`src/rtl/negate_arbiter.sv`:
```
// Round-robin arbiter sharing one bit-serial two's-complement engine among four requesters.
// Requests needing negation go through the engine; all others are answered by bypass.
module negate_arbiter #(
    parameter int unsigned DW      = 16,
    parameter int unsigned TIMEOUT = 32
) (
    input  logic            clk,
    input  logic            reset,
    input  logic [3:0]      req,
    input  logic [7:0]      req_op,
    input  logic [4*DW-1:0] req_data,
    output logic [3:0]      grant,
    output logic            eng_start,
    output logic [DW-1:0]   eng_din,
    output logic            eng_reset,
    input  logic            eng_done,
    input  logic [DW-1:0]   eng_dout,
    output logic            resp_valid,
    output logic [1:0]      resp_id,
    output logic [DW-1:0]   resp_data,
    output logic            resp_err,
    output logic            busy
);

    localparam int unsigned CW = (TIMEOUT > 1) ? $clog2(TIMEOUT) : 1;

    typedef enum logic [1:0] {StIdle, StIssue, StWait, StResp} state_e;

    state_e          state_q, state_d;
    logic [1:0]      ptr_q, ptr_d;
    logic [1:0]      id_q, id_d;
    logic [DW-1:0]   data_q, data_d;
    logic [3:0]      grant_q, grant_d;
    logic [CW-1:0]   cnt_q, cnt_d;
    logic [1:0]      resp_id_q, resp_id_d;
    logic [DW-1:0]   resp_data_q, resp_data_d;
    logic            resp_err_q, resp_err_d;

    logic            win_found;
    logic [1:0]      win;
    logic [1:0]      cand;
    logic [1:0]      win_op;
    logic [DW-1:0]   win_data;
    logic            needs_neg;

    // Search starts one past the last winner so every requester gets a turn.
    always_comb begin
        win_found = 1'b0;
        win       = ptr_q;
        cand      = '0;
        for (int k = 1; k <= 4; k++) begin
            cand = ptr_q + 2'(k);
            if (!win_found && req[cand]) begin
                win_found = 1'b1;
                win       = cand;
            end
        end
    end

    assign win_op    = req_op[2*win +: 2];
    assign win_data  = req_data[DW*win +: DW];
    assign needs_neg = (win_op == 2'b01) || ((win_op == 2'b10) && win_data[DW-1]);

    always_comb begin
        state_d     = state_q;
        ptr_d       = ptr_q;
        id_d        = id_q;
        data_d      = data_q;
        grant_d     = 4'b0000;
        cnt_d       = cnt_q;
        resp_id_d   = resp_id_q;
        resp_data_d = resp_data_q;
        resp_err_d  = resp_err_q;
        case (state_q)
            StIdle: begin
                if (win_found) begin
                    ptr_d   = win;
                    id_d    = win;
                    data_d  = win_data;
                    grant_d = 4'b0001 << win;
                    if (needs_neg) begin
                        state_d = StIssue;
                    end else begin
                        state_d     = StResp;
                        resp_id_d   = win;
                        resp_data_d = win_data;
                        resp_err_d  = 1'b0;
                    end
                end
            end
            StIssue: begin
                cnt_d   = '0;
                state_d = StWait;
            end
            StWait: begin
                cnt_d = cnt_q + 1'b1;
                // A done arriving on the last watchdog cycle still wins.
                if (eng_done) begin
                    state_d     = StResp;
                    resp_id_d   = id_q;
                    resp_data_d = eng_dout;
                    resp_err_d  = 1'b0;
                end else if (cnt_q == CW'(TIMEOUT - 1)) begin
                    state_d     = StResp;
                    resp_id_d   = id_q;
                    resp_data_d = '0;
                    resp_err_d  = 1'b1;
                end
            end
            StResp: begin
                state_d = StIdle;
            end
            default: begin
                state_d = StIdle;
            end
        endcase
    end

    always_ff @(posedge clk) begin
        if (reset) begin
            state_q     <= StIdle;
            ptr_q       <= 2'd3;
            id_q        <= '0;
            data_q      <= '0;
            grant_q     <= '0;
            cnt_q       <= '0;
            resp_id_q   <= '0;
            resp_data_q <= '0;
            resp_err_q  <= 1'b0;
        end else begin
            state_q     <= state_d;
            ptr_q       <= ptr_d;
            id_q        <= id_d;
            data_q      <= data_d;
            grant_q     <= grant_d;
            cnt_q       <= cnt_d;
            resp_id_q   <= resp_id_d;
            resp_data_q <= resp_data_d;
            resp_err_q  <= resp_err_d;
        end
    end

    assign grant      = grant_q;
    assign eng_start  = (state_q == StIssue);
    assign eng_din    = data_q;
    assign eng_reset  = reset || (state_q == StResp);
    assign resp_valid = (state_q == StResp);
    assign resp_id    = resp_id_q;
    assign resp_data  = resp_data_q;
    assign resp_err   = resp_err_q;
    assign busy       = (state_q != StIdle);

endmodule

```
`config.mk`:
```
export PLATFORM = sky130hd
export DESIGN_NAME = negate_arbiter
export DESIGN_NICKNAME = d
export VERILOG_FILES = /design/src/rtl/negate_arbiter.sv
export SDC_FILE = /design/constraint.sdc
export NUM_CORES = 1
export LEC_CHECK = 0
export CAP_MARGIN = 5
export CORE_MARGIN = 3
export CORE_UTILIZATION = 35
export DETAILED_ROUTE_END_ITERATION = 7
export PLACE_DENSITY = 0.69
export SETUP_SLACK_MARGIN = 0.1
export SYNTH_ARGS = -nofsm -noshare
export SYNTH_HDL_FRONTEND = slang
export SYNTH_SLANG_ARGS = --single-unit
```
`constraint.sdc`:
```
create_clock -name clk -period 3.2 [get_ports clk]
set_clock_uncertainty 0.1 [all_clocks]
set_input_delay 0.96 -clock clk [delete_from_list [all_inputs] [get_ports clk]]
set_output_delay 0.96 -clock clk [all_outputs]
set_load 0.01 [all_outputs]
```
==> qor.yml, run 1 <==
use_met1: 0.270
wire_per_inst_um: 17.0
relSlewSlack: 0.584
synthTopCellsByArea: "dfxtp_1 33%, a21oi_1 8.5%, a211oi_1 6.5%"
start_util: 0.362
ys_seq_area_frac: 0.335
finalPower_mw: 4.33
clkTransAtPathRegs_ns: 0.10
clk_path_buf_depth: 2
rrSetupSlack_ns: 0.40
clock_sinks: 50
ys_types: 45
hold_buffers: 0
first_pass_iters: 4
rsz0062_at_grt: "yes"
r2r_end: "resp_err"
crit_chain: "buf_4 -> or2b_4 -> o21ai_4 -> a221oi_4 -> a211oi_2 -> buf_4 -> o21a_1 -> a32o_2 -> buf_12 -> buf_12 -> or3_4 -> a21oi_2"
reg2reg_depth: 11
row_count: 33
final.fill_count: 778
routed_wl_um: 10900
portBuffers: 137
max_stage_delay_ns: 0.38
clockRootBuffer: "clkbuf_8"
clock_latency_ns: 0.31
final_cell_mix: "132 x clkdlybuf4s50_1, 50 x dfxtp_1, 47 x a21oi_1"
grt.met2_usage: 0.382
top_usage_layer: "met2"
drive_above_1_share: 0.178
via_per_inst: 5.43
max_clock_freq_mhz: 327
finalCriticalPeriod_ns: 3.05
netlist_instances: 391
layout.nets: 640
finalWeightedCongestion: 0.869
drt_iter0_markers: 106
critPathBufInv: 4
r2r-start: "ptr_q[0]"
tritoncts: "built"
vias: 3496
endpoint_kind: "flip-flop"
start_kind: "input pin"
synth_nets: 493
grt_max_degree: 58
hpwl_um: 7930
critPathKind: "input pin to flip-flop"
die-area_um2: 9690
drtAntennaViolNets: 0
htreeDepth: 2
area_growth_pct: 66.7
core_um2: 8260
slew_violations: 0
die_h_um: 98.4
power.density_nw_per_um2: 870
hp-class: "flip-flop to flip-flop"
grt_usage: 0.215
antenna_cells: 0
tns_ns: 0
setup_viol: 0
cp_slowest_cell: "or3_4"
ys_ff_latch: 50
holdPathEnd: "eng_din[3]"
cp_top_family: "compound AO/OA/AOI/OAI gates"
p_leak_nw: 1.93
ys.flop_type: "dfxtp_1"
yosys.area.top_type_share: 0.335
fp.dieW_um: 98.4
drc: 0
arrival_ns: 3.19
mostFrequentLayoutCell: "clkdlybuf4s50_1"
yosys.area.top_type: "dfxtp_1"
crit_fanout: 9
cts_buffers: 5
timing.final.crit_share: 0.954
gr-total-overflow: 0
max-cap-violations: 0
syn_area_um2: 2990
min_from: "eng_din[3]"
grt_pass1_wl_um: 17000
status: "finished, final reports clean"
ys_warn_count: 0
io_pins: 138
hold_viol_final: 0
vdd_drop_max_uv: 478
grt_pass1_vias: 3355
async_reset_ff_frac: 0
cp.required_ns: 3.34
antenna_found_initial: 0
tightest_slew_ns: 0.624
postSynthAreaPerCell_um2: 7.64
hold_depth: 2
grt_util_met3: 0.0361
synth_edf_count: 0
[cells in the mapped netlist, types with 2 or more instances]
| library cell | n |
|---|---|
| a21oi_1 | 51 |
| dfxtp_1 | 50 |
| nand2_1 | 37 |
| clkbuf_1 | 27 |
| a211oi_1 | 26 |
| and3_1 | 26 |
| nor2_1 | 25 |
| o21ai_0 | 23 |
| or3_1 | 19 |
| a311oi_1 | 17 |
| nor2b_1 | 9 |
| nor3_1 | 9 |
| ha_1 | 7 |
| or4_1 | 7 |
| buf_1 | 6 |
| nand3_1 | 6 |
| inv_1 | 5 |
| nand2b_1 | 5 |
| nor4_1 | 5 |
| buf_6 | 3 |
| a211oi_2 | 2 |
| and2_1 | 2 |
| o21ba_2 | 2 |
[routing by layer]
layer | part of all wire | wire length [um]
met1 | 0.41 | 4490
met2 | 0.52 | 5680
met3 | 0.059 | 640
met4 | 0.011 | 121
met5 | 0 | 0
[worst max-delay path by stage]
stage | from | end | slack, ns | cells after the start
after global placement | req[1] | resp_data[8] | -0.52 | 12
after floorplan | req[1] | resp_id[1] | 0.12 | 11
final | req[3] | resp_err | 0.15 | 12
after detailed placement | req[1] | resp_data[8] | -0.52 | 12
after CTS | req[2] | resp_data[10] | 0.11 | 12
after global routing | req[3] | resp_err | 0.08 | 12
[area by class of cell]
class / count / area (um2) / share of cell area
flip-flops and latches: 50 / 1000 / 0.201
well taps: 105 / 131 / 0.0264
clock buffers: 5 / 68.8 / 0.0138
multi-input cells: 298 / 1970 / 0.395
clock inverters: 3 / 47.5 / 0.00954
repair buffers: 178 / 1750 / 0.350
inverters: 5 / 18.8 / 0.00377
[worst min-delay path, cell delays in order (launching register included)]
cell     delay (ns)
dfxtp_1        0.32
nand2_1        0.05
a21oi_1        0.05
[per-stage QoR]
stage | utilization | setup slack [ns] | cell area (um2) | hold slack (ns) | instances
floorplan | - | 0.122 | 2990 | 0.350 | 391
global placement | 0.560 | -0.520 | 4620 | 0.343 | 627
detailed placement | 0.560 | -0.516 | 4620 | 0.346 | 627
CTS | 0.601 | 0.105 | 4960 | 0.360 | 645
global route | 0.603 | 0.0848 | 4980 | 0.386 | 644
finish | 0.603 | 0.147 | 4980 | 0.361 | 644
[report_power, final]
part           internal (mW)  switching (mW)
clock                  0.239           0.236
sequential             0.822           0.137
combinational           1.45            1.45
total                   2.51            1.83
[state kept, by name (all words and copies together) (netlist names)]
signal	cells
cnt_q	5
eng_din	16
grant	4
id_q	2
ptr_q	2
resp_data	16
resp_err	1
resp_id	2
state_q	2
[cell families after synthesis]
logic type / Yosys count / synth area share
AND/OR/NAND/NOR: 156 / 0.275
AO/OA/AOI/OAI: 134 / 0.294
buffers and inverters: 43 / 0.0632
flip-flops: 50 / 0.335
adder cells (fa/ha/maj): 7 / 0.0293
multiplexers: 1 / 0.00377
[what timing repair did]
action / CTS / global route
endpoints found under the setup margin: 19 / 19
gates cloned: 2 / 0
pin swaps: 15 / 17
setup buffers: 8 / 2
resized for setup: 30 / 32
Note: power is estimated with default switching activity, not from simulation.
==> run 2: changes to the inputs <==
--- a/config.mk
+++ b/config.mk
@@ -7,9 +7,9 @@
 export LEC_CHECK = 0
 export CAP_MARGIN = 5
 export CORE_MARGIN = 3
-export CORE_UTILIZATION = 35
+export CORE_UTILIZATION = 38
 export DETAILED_ROUTE_END_ITERATION = 7
-export PLACE_DENSITY = 0.69
+export PLACE_DENSITY = 0.75
 export SETUP_SLACK_MARGIN = 0.1
 export SYNTH_ARGS = -nofsm -noshare
 export SYNTH_HDL_FRONTEND = slang
==> run 2 against run 1 <==
Compared with the run above: sequential cell count unchanged; first-iteration DRC count up 35%; utilization is 5.8 points higher; via count increased by 1.5%; sequential share of layout area up 0.24 points; routed wire length is 0.60% lower; final cell count shrank 0.78%; register-to-register slack lost 0.08 ns; combinational power is essentially flat; clock power decreased by 19%; die area down 7.4%; critical path type unchanged; global-route usage grew 2.6 points.
==> qor.yml, run 2 (synthesis results as in run 1) <==
status: "finished, final reports clean"  # unchanged
setup_slack_ns: 0.0711  # was 0.147 ns
die-area_um2: 8970  # was 9690 um2
via_per_inst: 5.56  # was 5.43
wire_per_inst_um: 17.0  # about the same
setup_viol: 0  # unchanged
multiInputGateArea_um2: 1930  # was 1970 um2
grt_pass1_wl_um: 16900  # was 17000 um
grt_pass1_vias: 3395  # was 3355
drt_iter0_markers: 143  # was 106
tightest_slew_ns: 0.583  # was 0.624 ns
antenna_cells: 0  # unchanged
clkTransAtPathRegs_ns: 0.09  # was 0.10 ns
row_count: 31  # was 33
timing.final.crit_share: 0.978  # was 0.954
tns_ns: 0  # unchanged
clk_path_buf_depth: 2  # unchanged
finalCriticalPeriod_ns: 3.13  # was 3.05 ns
power.density_nw_per_um2: 862  # was 870 nW/um2
layout.nets: 641  # was 640
drive_above_1_share: 0.163  # was 0.178
die_h_um: 94.7  # was 98.4 um
hold_buffers: 0  # unchanged
cp.required_ns: 3.33  # was 3.34 ns
io_pins: 138  # unchanged
clock_sinks: 50  # unchanged
post-route-util: 0.661  # was 0.603
use_met1: 0.301  # was 0.270
routed_wl_um: 10900  # about the same
grt_usage: 0.241  # was 0.215
grt_max_degree: 58  # unchanged
crit_fanout: 8  # was 9
ff_latch_area_um2: 1000  # unchanged
finalWeightedCongestion: 0.942  # was 0.869
critPathKind: "input pin to flip-flop"  # unchanged
antenna_found_initial: 0  # unchanged
arrival_ns: 3.26  # was 3.19 ns
max-cap-violations: 0  # unchanged
clock_latency_ns: 0.31  # about the same
fp.dieW_um: 94.7  # was 98.4 um
p_leak_nw: 1.91  # was 1.93 nW
gr-total-overflow: 0  # unchanged
relSlewSlack: 0.612  # was 0.584
drtAntennaViolNets: 0  # unchanged
drc: 0  # unchanged
finalPower_mw: 4.24  # was 4.33 mW
tritoncts: "built"  # unchanged
slew_violations: 0  # unchanged
mostFrequentLayoutCell: "clkdlybuf4s50_1"  # unchanged
max_clock_freq_mhz: 320  # was 327 MHz
portBuffers: 137  # unchanged
area_growth_pct: 64.7  # was 66.7%
htreeDepth: 2  # unchanged
core_um2: 7450  # was 8260 um2
final.fill_count: 644  # was 778
hpwl_um: 7970  # was 7930 um
grt_util_met3: 0.0351  # was 0.0361
cts_buffers: 5  # unchanged
clockRootBuffer: "clkbuf_8"  # unchanged
hold_viol_final: 0  # unchanged
vdd_drop_max_uv: 415  # was 478 uV
start_kind: "input pin"  # unchanged
first_pass_iters: 4  # unchanged
final_cell_mix: "132 x clkdlybuf4s50_1, 50 x dfxtp_1, 48 x a21oi_1"  # was 132 x clkdlybuf4s50_1, 50 x dfxtp_1, 47 x a21oi_1
start_util: 0.401  # was 0.362
vias: 3550  # was 3496
top_usage_layer: "met2"  # unchanged
grt.met2_usage: 0.426  # was 0.382
pre_cts_slack_ns: -0.677  # was -0.516 ns
hp-class: "flip-flop to flip-flop"  # unchanged
rsz0062_at_grt: "yes"  # unchanged
endpoint_kind: "flip-flop"  # unchanged
[run 2: cell count changes in the layout (fill, tap and decap cells not counted), sizes merged]
cell / change
clkdlybuf4s15: +1
clkinv: +1
clkbuf: -1
bufinv: -1
buf: +3
inv: -2
[run 2: per-layer routing]
metal | share of wire | vias to the layer above
li1 | - | 1740
met1 | 0.41 | 1641
met2 | 0.50 | 148
met3 | 0.062 | 21
met4 | 0.023 | 0
met5 | 0 | -
[run 2: area by class of cell]
class,instances,share of cell area
well taps,99,0.0252
multi-input cells,298,0.393
repair buffers,179,0.357
clock buffers,7,0.0175
clock inverters,1,0.00102
flip-flops and latches,50,0.203
inverters,5,0.00381
[run 2: power breakdown]
| part | switching (mW) | internal [mW] | total [mW] |
|---|---|---|---|
| logic | 1.46 | 1.45 | 2.90 |
| registers | 0.136 | 0.822 | 0.958 |
| clock network | 0.210 | 0.175 | 0.385 |
[run 2: repair_timing]
item | 4_1_cts | 5_1_grt
buffers inserted | 5 | 1
endpoints found under the setup margin | 19 | 16
gates resized for setup | 34 | 14
cloned | 2 | 0
pin swaps | 18 | 16
[run 2: worst max-delay path, stage by stage]
cell and delay [ns]:
buf_4 0.12, or2b_4 0.23, o21ai_4 0.07, a221oi_4 0.34, a211oi_2 0.08, buf_4 0.15, o21a_1 0.20, a32o_2 0.32
buf_4 0.16, buf_16 0.13, or3_1 0.36, a21oi_1 0.14
[run 2: final timing paths]
check             start       endpoint  slack [ns]  cells past startpoint
min reg2reg  eng_din[6]     eng_din[6]        0.36                      2
max reg2reg    ptr_q[0]  resp_data[14]        0.32                     11
min          eng_din[6]     eng_din[6]        0.36                      2
max              req[3]  resp_data[14]        0.07                     12
[run 2: through the flow]
stage | cell area, um2 | hold slack (ns) | cells
finish | 4920 | 0.356 | 639
global route | 4920 | 0.380 | 639
CTS | 4920 | 0.358 | 640
detailed placement | 4640 | 0.346 | 625
global placement | 4640 | 0.344 | 625
floorplan | 2990 | 0.350 | 391
==> run 3: changes to the inputs <==
--- a/config.mk
+++ b/config.mk
@@ -5,11 +5,12 @@
 export SDC_FILE = /design/constraint.sdc
 export NUM_CORES = 1
 export LEC_CHECK = 0
+export ABC_AREA = 1
 export CAP_MARGIN = 5
 export CORE_MARGIN = 3
-export CORE_UTILIZATION = 38
+export CORE_UTILIZATION = 39
 export DETAILED_ROUTE_END_ITERATION = 7
-export PLACE_DENSITY = 0.75
+export PLACE_DENSITY = 0.74
 export SETUP_SLACK_MARGIN = 0.1
 export SYNTH_ARGS = -nofsm -noshare
 export SYNTH_HDL_FRONTEND = slang
==> run 3 against run 2 <==
Compared with the run above: register-to-register slack better by 0.31 ns; area after synthesis up 12%; synthesized cell count grew 42%; clock power shrank 3%; sequential power grew 2.5%; via count up 10%; combinational power increased by 73%; count of clock-buffer cells in the layout stayed put; non-clock buffer count shrank 21; worst hold slack better by 0.030 ns; final area is 4.2% higher; critical path type is now input pin to primary output; final cell count grew 25%.
==> qor.yml, run 3 <==
synth_nets: 658  # was 493
place_area_um2: 4860  # was 4640 um2
rrSetupSlack_ns: 0.63  # was 0.32 ns
reg2reg_depth: 19  # was 11
wire_per_inst_um: 13.5  # was 17.0 um
ys_seq_area_frac: 0.300  # was 0.335
yosys.area.top_type_share: 0.300  # was 0.335
via_per_inst: 4.89  # was 5.56
crit_chain: "clkdlybuf4s50_1 -> or2_2 -> dlygate4sd2_1"  # was buf_4 -> or2b_4 -> o21ai_4 -> a221oi_4 -> a211oi_2 -> buf_4 -> o21a_1 -> a32o_2 -> buf_4 -> buf_16 -> or3_1 -> a21oi_1
hold_depth: 2  # unchanged
clk_path_buf_depth: 2  # unchanged
vdd_drop_max_uv: 661  # was 415 uV
clkTransAtPathRegs_ns: 0.08  # was 0.09 ns
hold_viol_final: 0  # unchanged
synth_edf_count: 0  # unchanged
finalWeightedCongestion: 0.856  # was 0.942
setup_slack_ns: 0.203  # was 0.0711 ns
hpwl_um: 8100  # was 7970 um
row_count: 33  # was 31
critPathKind: "input pin to primary output"  # was input pin to flip-flop
mostFrequentLayoutCell: "nand2_1"  # was clkdlybuf4s50_1
antenna_cells: 0  # unchanged
r2r-start: "ptr_q[0]"  # unchanged
tritoncts: "built"  # unchanged
final.fill_count: 792  # was 644
finalCriticalPeriod_ns: 3.00  # was 3.13 ns
first_pass_iters: 4  # unchanged
routed_wl_um: 10800  # was 10900 um
netlist_instances: 556  # was 391
fp.dieW_um: 98.6  # was 94.7 um
syn_area_um2: 3340  # was 2990 um2
multiInputGateArea_um2: 2060  # was 1930 um2
die-area_um2: 9710  # was 8970 um2
start_kind: "input pin"  # unchanged
grt_pass1_wl_um: 16400  # was 16900 um
cp_slowest_cell: "clkdlybuf4s50_1"  # was or3_1
ff_latch_area_um2: 1000  # unchanged
max_stage_delay_ns: 0.41  # was 0.36 ns
drc: 0  # unchanged
core_um2: 8260  # was 7450 um2
clockRootBuffer: "clkbuf_8"  # unchanged
cts_buffers: 5  # unchanged
tightest_slew_ns: 0.754  # was 0.583 ns
ys_types: 27  # was 45
start_util: 0.405  # was 0.401
slew_violations: 0  # unchanged
timing.final.crit_share: 0.937  # was 0.978
final_cell_mix: "194 x nand2_1, 132 x clkdlybuf4s50_1, 56 x nor2_1"  # was 132 x clkdlybuf4s50_1, 50 x dfxtp_1, 48 x a21oi_1
cp_top_family: "buffers and inverters"  # was compound AO/OA/AOI/OAI gates
grt_pass1_vias: 3612  # was 3395
setup_viol: 0  # unchanged
ys_ff_latch: 50  # unchanged
io_pins: 138  # unchanged
grt_max_degree: 46  # was 58
postLayoutCellArea_um2: 5130  # was 4920 um2
power.density_nw_per_um2: 1240  # was 862 nW/um2
area_growth_pct: 53.6  # was 64.7%
async_reset_ff_frac: 0  # unchanged
vias: 3914  # was 3550
portBuffers: 137  # unchanged
pre_cts_slack_ns: -0.221  # was -0.677 ns
ys_warn_count: 0  # unchanged
synthTopCellsByArea: "dfxtp_1 30%, nand2_1 22%, nor2_1 6.3%"  # was dfxtp_1 33%, a21oi_1 8.5%, a211oi_1 6.5%
drtAntennaViolNets: 0  # unchanged
holdPathEnd: "cnt_q[4]"  # was eng_din[6]
clock_sinks: 50  # unchanged
drive_above_1_share: 0.101  # was 0.163
clock_latency_ns: 0.29  # was 0.31 ns
htreeDepth: 2  # unchanged
antenna_found_initial: 0  # unchanged
min_from: "cnt_q[4]"  # was eng_din[6]
hp-class: "flip-flop to flip-flop"  # unchanged
rsz0062_at_grt: "no"  # was yes
drt_iter0_markers: 181  # was 143
die_h_um: 98.6  # was 94.7 um
postSynthAreaPerCell_um2: 6.01  # was 7.64 um2
synth.most_common_cell: "nand2_1"  # was a21oi_1
max-cap-violations: 0  # unchanged
cp.required_ns: 2.14  # was 3.33 ns
status: "finished, final reports clean"  # unchanged
ys.flop_type: "dfxtp_1"  # unchanged
grt_usage: 0.203  # was 0.241
endpoint_kind: "primary output"  # was flip-flop
yosys.area.top_type: "dfxtp_1"  # unchanged
crit_fanout: 2  # was 8
critPathBufInv: 2  # was 4
arrival_ns: 1.94  # was 3.26 ns
r2r_end: "resp_data[5]"  # was resp_data[14]
synth_common_cells: "198 x nand2_1, 56 x nor2_1, 54 x inv_1"  # was 51 x a21oi_1, 50 x dfxtp_1, 37 x nand2_1
relSlewSlack: 0.496  # was 0.612
p_leak_nw: 2.48  # was 1.91 nW
gr-total-overflow: 0  # unchanged
max_clock_freq_mhz: 334  # was 320 MHz
layout.nets: 797  # was 641
[run 3: cell count changes in the layout (fill, tap and decap cells not counted), moves of 24 or more]
cell,before,now
nor2_1,23,56
inv_1,5,53
and3_1,24,0
nand2_1,36,194
a211oi_1,24,0
[run 3: tightest hold or removal path: cells and delay by family (launching register included)]
kind | cells | cell delay [ns]
and+or+nand+nor | 1 | 0.07
AOI/OAI and AO/OA | 1 | 0.06
DFF | 1 | 0.32
[run 3: worst max-delay path by stage]
stage                      start            end  cells after the start  slack [ns]
after floorplan           req[0]   resp_data[0]                     16        0.60
after global placement    req[0]       resp_err                     21       -0.15
after detailed placement  req[2]       resp_err                     21       -0.22
after CTS                 req[2]  resp_data[12]                     18        0.14
after global routing       reset      eng_reset                      3        0.16
final                      reset      eng_reset                      3        0.20
[run 3: kinds of logic (layout without fill, tap and decap cells)]
group	after synthesis	after routing	share of synthesized area
AOI/OAI and AO/OA	88	88	0.134
adders and majority gates	7	7	0.0262
buffers and inverters	90	227	0.121
DFF	50	50	0.300
and+or+nand+nor	321	324	0.419
[run 3: final cells by class]
| class | instances | share of cell area |
|---|---|---|
| multi-input cells | 419 | 0.402 |
| well taps | 105 | 0.0256 |
| inverters | 61 | 0.0463 |
| clock buffers | 7 | 0.0168 |
| repair buffers | 158 | 0.313 |
| clock inverters | 1 | 0.000976 |
| flip-flops and latches | 50 | 0.195 |
[run 3: through the flow]
step	hold WS (ns)	util	std cells	power, mW	TNS [ns]
2_1_floorplan	0.342	-	556	4.08	0
3_3_place_gp	0.354	0.589	788	5.37	-2.15
3_5_place_dp	0.369	0.589	788	5.45	-3.45
4_1_cts	0.383	0.601	796	5.87	0
5_1_grt	0.401	0.621	801	7.00	0
6_report	0.386	0.621	801	6.36	0
[run 3: report_power, final]
| part | internal, mW | leakage (nW) | switching, mW |
|---|---|---|---|
| combinational | 2.06 | 2.02 | 2.94 |
| sequential | 0.855 | 0.413 | 0.127 |
| clock | 0.175 | 0.0482 | 0.198 |
[run 3: repair_timing]
item / in CTS / in global routing
pin swaps: 0 / 9
cloned: 0 / 4
hold buffers: 0 / 0
buffers inserted: 0 / 1
resized for setup: 2 / 26
endpoints found under the setup margin: 2 / 24
[run 3: per-layer routing]
| metal | up-vias | part of all wire | GRT usage |
|---|---|---|---|
| li1 | 2021 | - | - |
| met1 | 1772 | 0.42 | 0.237 |
| met2 | 104 | 0.51 | 0.386 |
| met3 | 17 | 0.055 | 0.0403 |
| met4 | 0 | 0.015 | 0.0336 |
| met5 | - | 0 | 0 |
